`config.mk`:
```
export PLATFORM = sky130hd
export DESIGN_NAME = seq_div_flat
export DESIGN_NICKNAME = d
export VERILOG_FILES = /design/src/rtl/seq_div_if.sv /design/src/rtl/seq_div.sv /design/src/flat_wrapper.sv
export SDC_FILE = /design/constraint.sdc
export NUM_CORES = 1
export LEC_CHECK = 0
export BUFFER_PORTS_ARGS = -buffer_cell sky130_fd_sc_hd__buf_2
export CAP_MARGIN = 20
export CELL_PAD_IN_SITES_DETAIL_PLACEMENT = 1
export CELL_PAD_IN_SITES_GLOBAL_PLACEMENT = 2
export CORE_MARGIN = 3
export CORE_UTILIZATION = 35
export DETAILED_ROUTE_END_ITERATION = 16
export GPL_ROUTABILITY_DRIVEN = 0
export PLACE_DENSITY_LB_ADDON = 0.1
export SLEW_MARGIN = 0
export SYNTH_ARGS = -nofsm -noshare
export SYNTH_HDL_FRONTEND = slang
export SYNTH_SLANG_ARGS = --single-unit
```
`constraint.sdc`:
```
create_clock -name clk -period 2.46 [get_ports clk]
set_clock_uncertainty 0.05 [all_clocks]
set_input_delay 0.246 -clock clk [delete_from_list [all_inputs] [get_ports clk]]
set_output_delay 0.246 -clock clk [all_outputs]
set_load 0.05 [all_outputs]
```
`src/rtl/seq_div_if.sv`:
```
// Handshake and result bus between the ALU control sequencer (master) and seq_div (slave).
interface seq_div_if #(
  parameter int unsigned WIDTH = 8
) ();
  logic             start;
  logic [WIDTH-1:0] first;
  logic [WIDTH-1:0] second;
  logic             busy;
  logic             done;
  logic [WIDTH-1:0] outWire;
  logic [WIDTH-1:0] remWire;
  logic             errorWire;

  modport master (
    output start, first, second,
    input  busy, done, outWire, remWire, errorWire
  );

  modport slave (
    input  start, first, second,
    output busy, done, outWire, remWire, errorWire
  );
endinterface

```
`src/rtl/seq_div.sv`:
```
// Iterative restoring divider, one quotient bit per clock, start/busy/done handshake.
// Optional macro DIV_SIGNED_EN: two's-complement operands with an extra sign fix-up cycle.
module seq_div #(
  parameter int unsigned WIDTH = 8
) (
  input  logic      clk,
  input  logic      rstN,
  seq_div_if.slave  bus
);
  localparam int unsigned W  = WIDTH;
  localparam int unsigned CW = $clog2(W);

  typedef enum logic [1:0] {ST_IDLE, ST_RUN, ST_FIX, ST_DONE} state_e;

  state_e         state_q, state_d;
  logic [CW-1:0]  cnt_q, cnt_d;
  logic [W-1:0]   rem_q, rem_d;
  logic [W-1:0]   quo_q, quo_d;
  logic [W-1:0]   dvs_q, dvs_d;
  logic [W-1:0]   out_q, out_d;
  logic [W-1:0]   rout_q, rout_d;
  logic           err_q, err_d;
  logic           busy_q, busy_d;
  logic           done_q, done_d;

  logic [W-1:0]   mag_a_c, mag_b_c;
  logic [W:0]     shifted_c;
  logic           ge_c;
  logic [W-1:0]   diff_c, rem_nx_c, quo_nx_c;

`ifdef DIV_SIGNED_EN
  localparam logic [W-1:0] MIN_NEG = {1'b1, {(W-1){1'b0}}};
  logic qneg_q, qneg_d, rneg_q, rneg_d;
  logic ovf_c;

  // Iterate on magnitudes; signs are re-applied in the fix-up cycle
  assign mag_a_c = bus.first[W-1]  ? (~bus.first  + W'(1)) : bus.first;
  assign mag_b_c = bus.second[W-1] ? (~bus.second + W'(1)) : bus.second;
  assign ovf_c   = (bus.first == MIN_NEG) && (bus.second == '1);
`else
  assign mag_a_c = bus.first;
  assign mag_b_c = bus.second;
`endif

  // One restoring step: the low W bits of the difference are exact whenever it is non-negative
  assign shifted_c = {rem_q, quo_q[W-1]};
  assign ge_c      = shifted_c >= {1'b0, dvs_q};
  assign diff_c    = shifted_c[W-1:0] - dvs_q;
  assign rem_nx_c  = ge_c ? diff_c : shifted_c[W-1:0];
  assign quo_nx_c  = {quo_q[W-2:0], ge_c};

  always_comb begin
    state_d = state_q;
    cnt_d   = cnt_q;
    rem_d   = rem_q;
    quo_d   = quo_q;
    dvs_d   = dvs_q;
    out_d   = out_q;
    rout_d  = rout_q;
    err_d   = err_q;
    busy_d  = busy_q;
    done_d  = 1'b0;
`ifdef DIV_SIGNED_EN
    qneg_d  = qneg_q;
    rneg_d  = rneg_q;
`endif

    case (state_q)
      ST_RUN: begin
        rem_d = rem_nx_c;
        quo_d = quo_nx_c;
        cnt_d = cnt_q + CW'(1);
        if (cnt_q == CW'(W - 1)) begin
`ifdef DIV_SIGNED_EN
          state_d = ST_FIX;
`else
          state_d = ST_DONE;
          busy_d  = 1'b0;
          done_d  = 1'b1;
          out_d   = quo_nx_c;
          rout_d  = rem_nx_c;
          err_d   = 1'b0;
`endif
        end
      end

`ifdef DIV_SIGNED_EN
      ST_FIX: begin
        state_d = ST_DONE;
        busy_d  = 1'b0;
        done_d  = 1'b1;
        err_d   = 1'b0;
        out_d   = qneg_q ? (W'(0) - quo_q) : quo_q;
        rout_d  = rneg_q ? (W'(0) - rem_q) : rem_q;
      end
`endif

      // IDLE and DONE both accept a new operation
      default: begin
        state_d = ST_IDLE;
        busy_d  = 1'b0;
        if (bus.start) begin
          cnt_d = '0;
          rem_d = '0;
          quo_d = mag_a_c;
          dvs_d = mag_b_c;
`ifdef DIV_SIGNED_EN
          qneg_d = bus.first[W-1] ^ bus.second[W-1];
          rneg_d = bus.first[W-1];
`endif
          if (bus.second == '0) begin
            state_d = ST_DONE;
            done_d  = 1'b1;
            out_d   = '1;
            rout_d  = bus.first;
            err_d   = 1'b1;
`ifdef DIV_SIGNED_EN
          end else if (ovf_c) begin
            state_d = ST_DONE;
            done_d  = 1'b1;
            out_d   = MIN_NEG;
            rout_d  = '0;
            err_d   = 1'b1;
`endif
          end else begin
            state_d = ST_RUN;
            busy_d  = 1'b1;
          end
        end
      end
    endcase
  end

  always_ff @(posedge clk or negedge rstN) begin
    if (!rstN) begin
      state_q <= ST_IDLE;
      cnt_q   <= '0;
      rem_q   <= '0;
      quo_q   <= '0;
      dvs_q   <= '0;
      out_q   <= '0;
      rout_q  <= '0;
      err_q   <= 1'b0;
      busy_q  <= 1'b0;
      done_q  <= 1'b0;
`ifdef DIV_SIGNED_EN
      qneg_q  <= 1'b0;
      rneg_q  <= 1'b0;
`endif
    end else begin
      state_q <= state_d;
      cnt_q   <= cnt_d;
      rem_q   <= rem_d;
      quo_q   <= quo_d;
      dvs_q   <= dvs_d;
      out_q   <= out_d;
      rout_q  <= rout_d;
      err_q   <= err_d;
      busy_q  <= busy_d;
      done_q  <= done_d;
`ifdef DIV_SIGNED_EN
      qneg_q  <= qneg_d;
      rneg_q  <= rneg_d;
`endif
    end
  end

  assign bus.busy      = busy_q;
  assign bus.done      = done_q;
  assign bus.outWire   = out_q;
  assign bus.remWire   = rout_q;
  assign bus.errorWire = err_q;
endmodule

```
`src/flat_wrapper.sv`:
```
// flat-port wrapper written by rule: the top's interface ports become plain ports
module seq_div_flat 
#(
  parameter int unsigned WIDTH = 8
)
  (clk, rstN, bus_start, bus_first, bus_second, bus_busy, bus_done, bus_outWire, bus_remWire, bus_errorWire);
  seq_div_if #(.WIDTH(WIDTH)) bus_i ();
  input  logic clk;
  input  logic rstN;
  input wire logic [$bits(bus_i.start)-1:0] bus_start;
  input wire logic [$bits(bus_i.first)-1:0] bus_first;
  input wire logic [$bits(bus_i.second)-1:0] bus_second;
  output wire logic [$bits(bus_i.busy)-1:0] bus_busy;
  output wire logic [$bits(bus_i.done)-1:0] bus_done;
  output wire logic [$bits(bus_i.outWire)-1:0] bus_outWire;
  output wire logic [$bits(bus_i.remWire)-1:0] bus_remWire;
  output wire logic [$bits(bus_i.errorWire)-1:0] bus_errorWire;
  assign bus_i.start = bus_start;
  assign bus_i.first = bus_first;
  assign bus_i.second = bus_second;
  assign bus_busy = bus_i.busy;
  assign bus_done = bus_i.done;
  assign bus_outWire = bus_i.outWire;
  assign bus_remWire = bus_i.remWire;
  assign bus_errorWire = bus_i.errorWire;
  seq_div #(.WIDTH(WIDTH)) u_core (.clk(clk), .rstN(rstN), .bus(bus_i));
endmodule
```
==> results of run 1 <==
## path summary, 6_finish.rpt
kind / endpoint / slack [ns] / cells after the start
min in group asynchronous: u_core.rem_q[4] / 0.40 / 3
hold / removal: u_core.dvs_q[7] / 0.13 / 2
hold reg to reg: u_core.rem_q[7] / 0.45 / 2
setup / recovery: u_core.bus.remWire[4] / 0.16 / 8
max in group asynchronous: u_core.rem_q[7] / 1.73 / 3
setup reg to reg: u_core.bus.remWire[4] / 0.16 / 8
## through the flow
step / std cells / worst slack [ns] / hold slack (ns) / util [%] / area, µm²
floorplan: 248 / 0.318 / -0.0996 / - / 2430
global placement: 360 / 0.220 / 0.207 / 41.8 / 2730
detailed placement: 360 / 0.156 / 0.206 / 41.8 / 2730
CTS: 369 / 0.141 / 0.124 / 44.1 / 2880
global route: 369 / 0.00863 / 0.128 / 44.1 / 2880
finish: 369 / 0.162 / 0.131 / 44.1 / 2880
## critical path, cell delays in order, from the launching register on
cell,delay (ns)
dfrtp_1,0.36
inv_1,0.05
ha_1,0.35
a21o_1,0.21
a21oi_2,0.18
a2bb2oi_2,0.21
and3_1,0.35
mux2_4,0.34
a21oi_2,0.13
## registers in the layout (all words and copies together), names as in the netlist
name                  flops
u_core.rem_q              8
u_core.quo_q              8
u_core.bus.remWire        8
u_core.dvs_q              8
u_core.bus.outWire        8
u_core.bus.busy           1
u_core.state_q            2
u_core.cnt_q              3
u_core.bus.done           1
u_core.bus.errorWire      1
## cell type report
cell class	instances	area (µm²)
Tap cell	77	96.3
Clock inverter	3	68.8
Clock buffer	5	68.8
Fill cell	759	3650
Multi-Input combinational cell	176	1130
Sequential cell	48	1200
Inverter	15	56.3
Timing Repair Buffer	45	260
## synthesized netlist by cell type, types with 3 or more instances
cell and n:
nand3_1 5, nand2_1 32, mux2_4 3, mux2i_1 12, mux2_2 8, ha_1 10
o21ai_0 18, dfrtp_1 48, nor2_1 30, clkbuf_1 3, a21oi_2 3, inv_1 15
nand2b_1 4, buf_2 3, a21oi_1 27
## routing by layer
layer	GRT usage, %	up-vias
met2	27.8	24
met5	0	-
met3	3.87	8
met4	4.33	0
met1	24.6	917
li1	-	939
## logic make-up (layout without fill, tap and decap cells)
group	after synthesis	count (layout)	share of synthesized area, %
AO/OA/AOI/OAI	60	60	14.6
XOR/XNOR	3	3	1.08
adder cells (fa/ha/maj)	11	11	5.98
buffers and inverters	24	68	4.17
flip-flops	48	48	49.5
multiplexers	23	23	10.5
AND/OR/NAND/NOR	79	79	14.2
==> results.cfg, run 1 <==
[worst_hold_path]
hold_class = in2reg
worstHoldStart = bus_second[7]

[drt]
initialDrtViolationCount = 58
top_layer = met4
route.met3.wl_um = 200
drtPass1Iterations = 4
vias = 1888
wl_met1_um = 3020
drt-wirelength-per-cell_um = 16.6
wl_met2_um = 2830
wirelength_um = 6130
drtAntennaViolNets = 0
via_per_inst = 5.12
drt_drc_violations_left = 0

[die]
die_area_um2 = 7970
design.portCount = 38
start_util_pct = 37.2
coreArea_um2 = 6530
rows = 29
die_x_um = 89.3
die_y_um = 89.3

[critical_path]
cp.required_ns = 2.66
startpoint = u_core.dvs_q[3]
critPathArrivalTime_ns = 2.50
endpoint_kind = flop
worstSetupPathType = reg2reg
crit_fanout = 5
reg2reg_from = u_core.dvs_q[3]
start_kind = flop

[finish]
antenna_cells = 0
layout_commonest_cell = dfrtp_1
drive_gt1_share_pct = 24.0
area_growth_pct = 18.5
nNetsFinal = 321
layout_common_cells = 48 x dfrtp_1, 37 x buf_2, 32 x nand2_1

[clock_network]
clkTransAtPathRegs_ns = 0.10
clock-root-buffer = clkbuf_8
clk_path_buf_depth = 2
cts_sinks = 48
cts_inserted_buffers = 5
cts_tree = done
cts.htree.levels = 2
cts_setup_buffers = 0
cts-resized-gates = 0
clk_latency_ns = 0.31
cts_hold_buf = 1

[flow_run]
max_cap_viol_count = 0

[synthesis]
yosys.area.top_type_share_pct = 49.5
syn_area_um2 = 2430
ys_seq_elements = 48
synth_top_area_cell = dfrtp_1
synthDistinctLibCells = 36
synth_edf_count = 0
syn-num-nets = 278
synth_cells = 248
syn_avg_cell_area_um2 = 9.79
seq_area_frac_synth_pct = 49.5
yosysWarnings = 0
synth_ff_type = dfrtp_1
async_reset_ff_share_pct = 100
synthTopCellsByArea = dfrtp_1 49%, a21oi_1 5.6%, ha_1 5.2%, mux2i_1 4.9%, nand2_1 4.9%

[status]
status = complete, no violations

[placement]
port_buffers = 37
hpwlAfterDp_um = 4720

[global_routing]
antenna_found_initial = 0
track_usage_pct = 17.6
overflow = 0
grt_pass1_vias = 2046
grt_max_degree = 49
grt_pass1_wl_um = 10500

[sta]
worst_slew_pin_slew_ns = 0.731
finalMaxSlewViolations = 0
grt_setup_unrepaired = no
max_freq_ghz = 0.435
hold_viol = 0
final-setup-viol-count = 0
min_period_over_period_pct = 93.4
finalCriticalPeriod_ns = 2.30
maxSlewHeadroom_pct = 51.1
tns_ns = 0
Power of run 1 is left out: the tool's default activity adds up to more than one toggle a clock period on the data nets, which glitch-free logic cannot reach.
==> inputs of run 2 (changes only) <==
==> constraint.sdc (replaced) <==
create_clock -name clk -period 2.46 [get_ports clk]
set_clock_uncertainty 0.05 [all_clocks]
set_input_delay 0.369 -clock clk [delete_from_list [all_inputs] [get_ports clk]]
set_output_delay 0.369 -clock clk [all_outputs]
set_load 0.05 [all_outputs]
==> run 2 against run 1 <==
Critical path depth is the same. Sequential share of layout area rose by 0.68 points. Non-clock buffer count is 1 higher. First-iteration DRC count grew 14%. Critical path type unchanged. Sequential cell count did not move.
==> results.cfg, run 2 (synthesis results as in run 1) <==
[status]
status = complete, no violations

[critical_path]
worstSetupPathType = reg2reg
cp.required_ns = 2.66
cp_top_family = adder cells
crit_fanout = 4
endpoint_kind = flop
crit_buf_inv = 0
slowest_stage = fa_1
critPathArrivalTime_ns = 2.47
start_kind = flop
crit_chain = ha_1 > fa_1 > nand2b_1 > a21oi_1 > nor2_1 > or3_1 > mux2_4 > a21oi_2
cp_slowest_stage_delay_ns = 0.41

[die]
die_y_um = 89.3
coreArea_um2 = 6530
design.portCount = 38
rows = 29
die_x_um = 89.3
die_area_um2 = 7970
start_util_pct = 37.2

[clock_network]
cts_tree = done
cts_setup_buffers = 0
clk_path_buf_depth = 2
clk_latency_ns = 0.31
cts_sinks = 48
clock-root-buffer = clkbuf_8
clkTransAtPathRegs_ns = 0.09
cts_inserted_buffers = 5
cts.htree.levels = 2

[finish]
post-route-util_pct = 43.4
fin_area_um2 = 2830
layout_commonest_cell = dfrtp_1
area_growth_pct = 16.6
drive_gt1_share_pct = 25.0
antenna_cells = 0
layout_common_cells = 48 x dfrtp_1, 37 x buf_2, 32 x nand2_1
nNetsFinal = 322

[global_routing]
grt_pass1_wl_um = 10500
grt_pass1_vias = 2074
overflow = 0
track_usage_pct = 17.5
grt_max_degree = 36
antenna_found_initial = 0

[sta]
worst_slew_pin_slew_ns = 0.850
setup_ws_ns = 0.185
tns_ns = 0
final-setup-viol-count = 0
hold_viol = 0
finalMaxSlewViolations = 0
maxSlewHeadroom_pct = 43.3
grt_setup_unrepaired = no
max_freq_ghz = 0.440
min_period_over_period_pct = 92.5
finalCriticalPeriod_ns = 2.27

[drt]
initialDrtViolationCount = 66
drt-wirelength-per-cell_um = 17.1
drtPass1Iterations = 4
wirelength_um = 6300
via_per_inst = 5.22
drtAntennaViolNets = 0
drt_drc_violations_left = 0
vias = 1927

[placement]
place_area_um2 = 2750
place_ws_ns = 0.156
hpwlAfterDp_um = 4880
port_buffers = 37

[flow_run]
max_cap_viol_count = 0

[worst_hold_path]
hold_class = in2async
-- run 2: final timing paths --
path	start	endpoint	slack [ns]	depth (start not counted)
worst max register to register	u_core.dvs_q[0]	u_core.bus.remWire[4]	0.19	8
worst min register to register	u_core.rem_q[7]	u_core.rem_q[7]	0.45	2
worst min-delay path	rstN	u_core.dvs_q[7]	0.11	1
min in group clk	bus_second[4]	u_core.dvs_q[4]	0.25	2
max in group asynchronous	rstN	u_core.bus.outWire[4]	1.60	2
worst max-delay path	u_core.dvs_q[0]	u_core.bus.remWire[4]	0.19	8
-- run 2: what timing repair did --
action	4_1_cts	5_1_grt
gates resized for setup	0	2
hold buffers	0	0
endpoints found under the setup margin	0	6
-- run 2: final cells by class --
type                       instances  area (µm²)
timing repair buffer              46         265
clock buffer                       5        68.8
multi-input combinational        176        1130
inverter                          15        56.3
sequential                        48        1200
tap                               77        96.3
fill                             784        3700
clock inverter                     2        12.5
-- run 2: metal layers --
metal	share of wire, %	global-route usage (%)	vias up
li1	-	-	940
met1	48	23.5	948
met2	47	28.3	30
met3	3.3	4.15	9
met4	1.5	4.60	0
met5	0	0	-
-- run 2: stage by stage --
step | hold WS [ns] | instances
2_1_floorplan | 0.0234 | 248
3_3_place_gp | 0.424 | 362
3_5_place_dp | 0.436 | 362
4_1_cts | 0.152 | 369
5_1_grt | 0.170 | 369
6_report | 0.109 | 369
Power of run 2 is left out for the same reason.
==> inputs of run 3 (changes only) <==
--- a/config.mk
+++ b/config.mk
@@ -5,7 +5,7 @@
 export SDC_FILE = /design/constraint.sdc
 export NUM_CORES = 1
 export LEC_CHECK = 0
-export BUFFER_PORTS_ARGS = -buffer_cell sky130_fd_sc_hd__buf_2
+export BUFFER_PORTS_ARGS = -buffer_cell sky130_fd_sc_hd__buf_4
 export CAP_MARGIN = 20
 export CELL_PAD_IN_SITES_DETAIL_PLACEMENT = 1
 export CELL_PAD_IN_SITES_GLOBAL_PLACEMENT = 2
==> constraint.sdc (replaced) <==
create_clock -name clk -period 2.4 [get_ports clk]
set_clock_uncertainty 0.05 [all_clocks]
set_input_delay 0.36 -clock clk [delete_from_list [all_inputs] [get_ports clk]]
set_output_delay 0.36 -clock clk [all_outputs]
set_load 0.05 [all_outputs]
==> run 3 against run 2 <==
Die area unchanged. Core utilization grew 1.3 points. Setup slack lost 0.043 ns. Register-to-register slack worse by 0.04 ns. Non-clock buffer count decreased by 1. First-iteration DRC count is 36% lower. Sequential cell count unchanged. Final cell count unchanged. Worst hold slack got worse by 0.098 ns. Design area up 3.0%. Maximum frequency grew 0.74%. Critical path depth up 1. Critical endpoint unchanged.
==> results.cfg, run 3 (synthesis results as in run 1) <==
[status]
status = complete, no violations

[critical_path]
cp_top_family = adder cells
crit_fanout = 4
r2r-end = u_core.bus.remWire[4]
critPathArrivalTime_ns = 2.45
endpoint_kind = flop
slowest_stage = fa_1
rrSetupSlack_ns = 0.14
crit_buf_inv = 1
cp_slowest_stage_delay_ns = 0.41
reg2reg_from = u_core.quo_q[7]
crit_chain = inv_1 > ha_1 > fa_1 > nand2b_1 > a21oi_1 > nor2_1 > or3_1 > mux2_4 > a21oi_2
cp.required_ns = 2.60
start_kind = flop
worstSetupPathType = reg2reg
reg2reg_depth = 9
worst-path-stages = 9

[drt]
drt_drc_violations_left = 0
via_per_inst = 5.10
initialDrtViolationCount = 42
drtPass1Iterations = 4
vias = 1882
wirelength_um = 6140
drtAntennaViolNets = 0
drt-wirelength-per-cell_um = 16.6

[die]
die_x_um = 89.3
coreArea_um2 = 6530
design.portCount = 38
start_util_pct = 37.2
die_y_um = 89.3
die_area_um2 = 7970
rows = 29

[global_routing]
antenna_found_initial = 0
grt_pass1_wl_um = 10100
grt_pass1_vias = 1971
grt_max_degree = 49
track_usage_pct = 16.8
overflow = 0

[sta]
finalMaxSlewViolations = 0
maxSlewHeadroom_pct = 56.1
min_period_over_period_pct = 94.1
grt_setup_unrepaired = no
worst_slew_pin_slew_ns = 0.656
hold_viol = 0
tns_ns = 0
finalCriticalPeriod_ns = 2.26
max_freq_ghz = 0.443
final-setup-viol-count = 0

[finish]
multi_input_area_um2 = 1130
antenna_cells = 0
layout_commonest_cell = dfrtp_1
regArea_um2 = 1200
nNetsFinal = 321
area_growth_pct = 20.0
drive_gt1_share_pct = 24.7
layout_common_cells = 48 x dfrtp_1, 45 x buf_4, 32 x nand2_1
final_cells = 369
n_fill_cell = 765

[clock_network]
cts_tree = done
cts_hold_buf = 0
cts-resized-gates = 0
cts.htree.levels = 2
cts_sinks = 48
clock-root-buffer = clkbuf_8
clk_latency_ns = 0.31
clkTransAtPathRegs_ns = 0.10
clk_path_buf_depth = 2
cts_inserted_buffers = 5
cts_setup_buffers = 0

[placement]
placed_cells = 361
hpwlAfterDp_um = 4740
port_buffers = 37

[worst_hold_path]
hold_class = in2async

[flow_run]
max_cap_viol_count = 0
## run 3: layer usage
metal  global-route usage (%)  vias to the layer above  wire length [µm]
li1                         -                      937                 -
met5                        0                        -                 0
met2                     26.9                       24              2820
met3                     3.04                        5               160
met4                     3.65                        0                58
met1                     23.9                      916              3100
## run 3: worst max-delay path by stage
stage | startpoint | end | slack (ns)
floorplan | u_core.dvs_q[0] | u_core.bus.remWire[4] | 0.26
global placement | u_core.rem_q[2] | u_core.bus.remWire[3] | 0.16
detailed placement | u_core.rem_q[2] | u_core.bus.remWire[3] | 0.11
CTS | u_core.rem_q[2] | u_core.bus.remWire[3] | 0.09
global route | u_core.quo_q[7] | u_core.bus.remWire[6] | 0.01
finish | u_core.quo_q[7] | u_core.bus.remWire[4] | 0.14
## run 3: cell type report
cell class | count | area share [%]
inverters | 15 | 1.93
clock inverters | 2 | 0.472
flip-flops and latches | 48 | 41.2
repair buffers | 45 | 11.6
clock buffers | 6 | 2.83
well taps | 77 | 3.30
multi-input cells | 176 | 38.7
## run 3: worst reg2reg max path: cells and delay by family (launching register included)
kind | cells | cell delay, ns
AOI/OAI and AO/OA | 2 | 0.25
DFF | 1 | 0.36
and+or+nand+nor | 3 | 0.57
muxes | 1 | 0.29
buffers and inverters | 1 | 0.06
adders and majority gates | 2 | 0.64
## run 3: through the flow
| step | utilization (%) | worst slack [ns] | area [µm²] | hold slack (ns) |
|---|---|---|---|---|
| CTS | 44.6 | 0.0877 | 2910 | 0.0403 |
| detailed placement | 43.1 | 0.113 | 2820 | 0.378 |
| global placement | 43.1 | 0.163 | 2820 | 0.380 |
| finish | 44.6 | 0.142 | 2920 | 0.0109 |
| floorplan | - | 0.258 | 2430 | 0.0144 |
| global route | 44.6 | 0.0119 | 2920 | 0.0498 |
Power of run 3 is left out for the same reason.
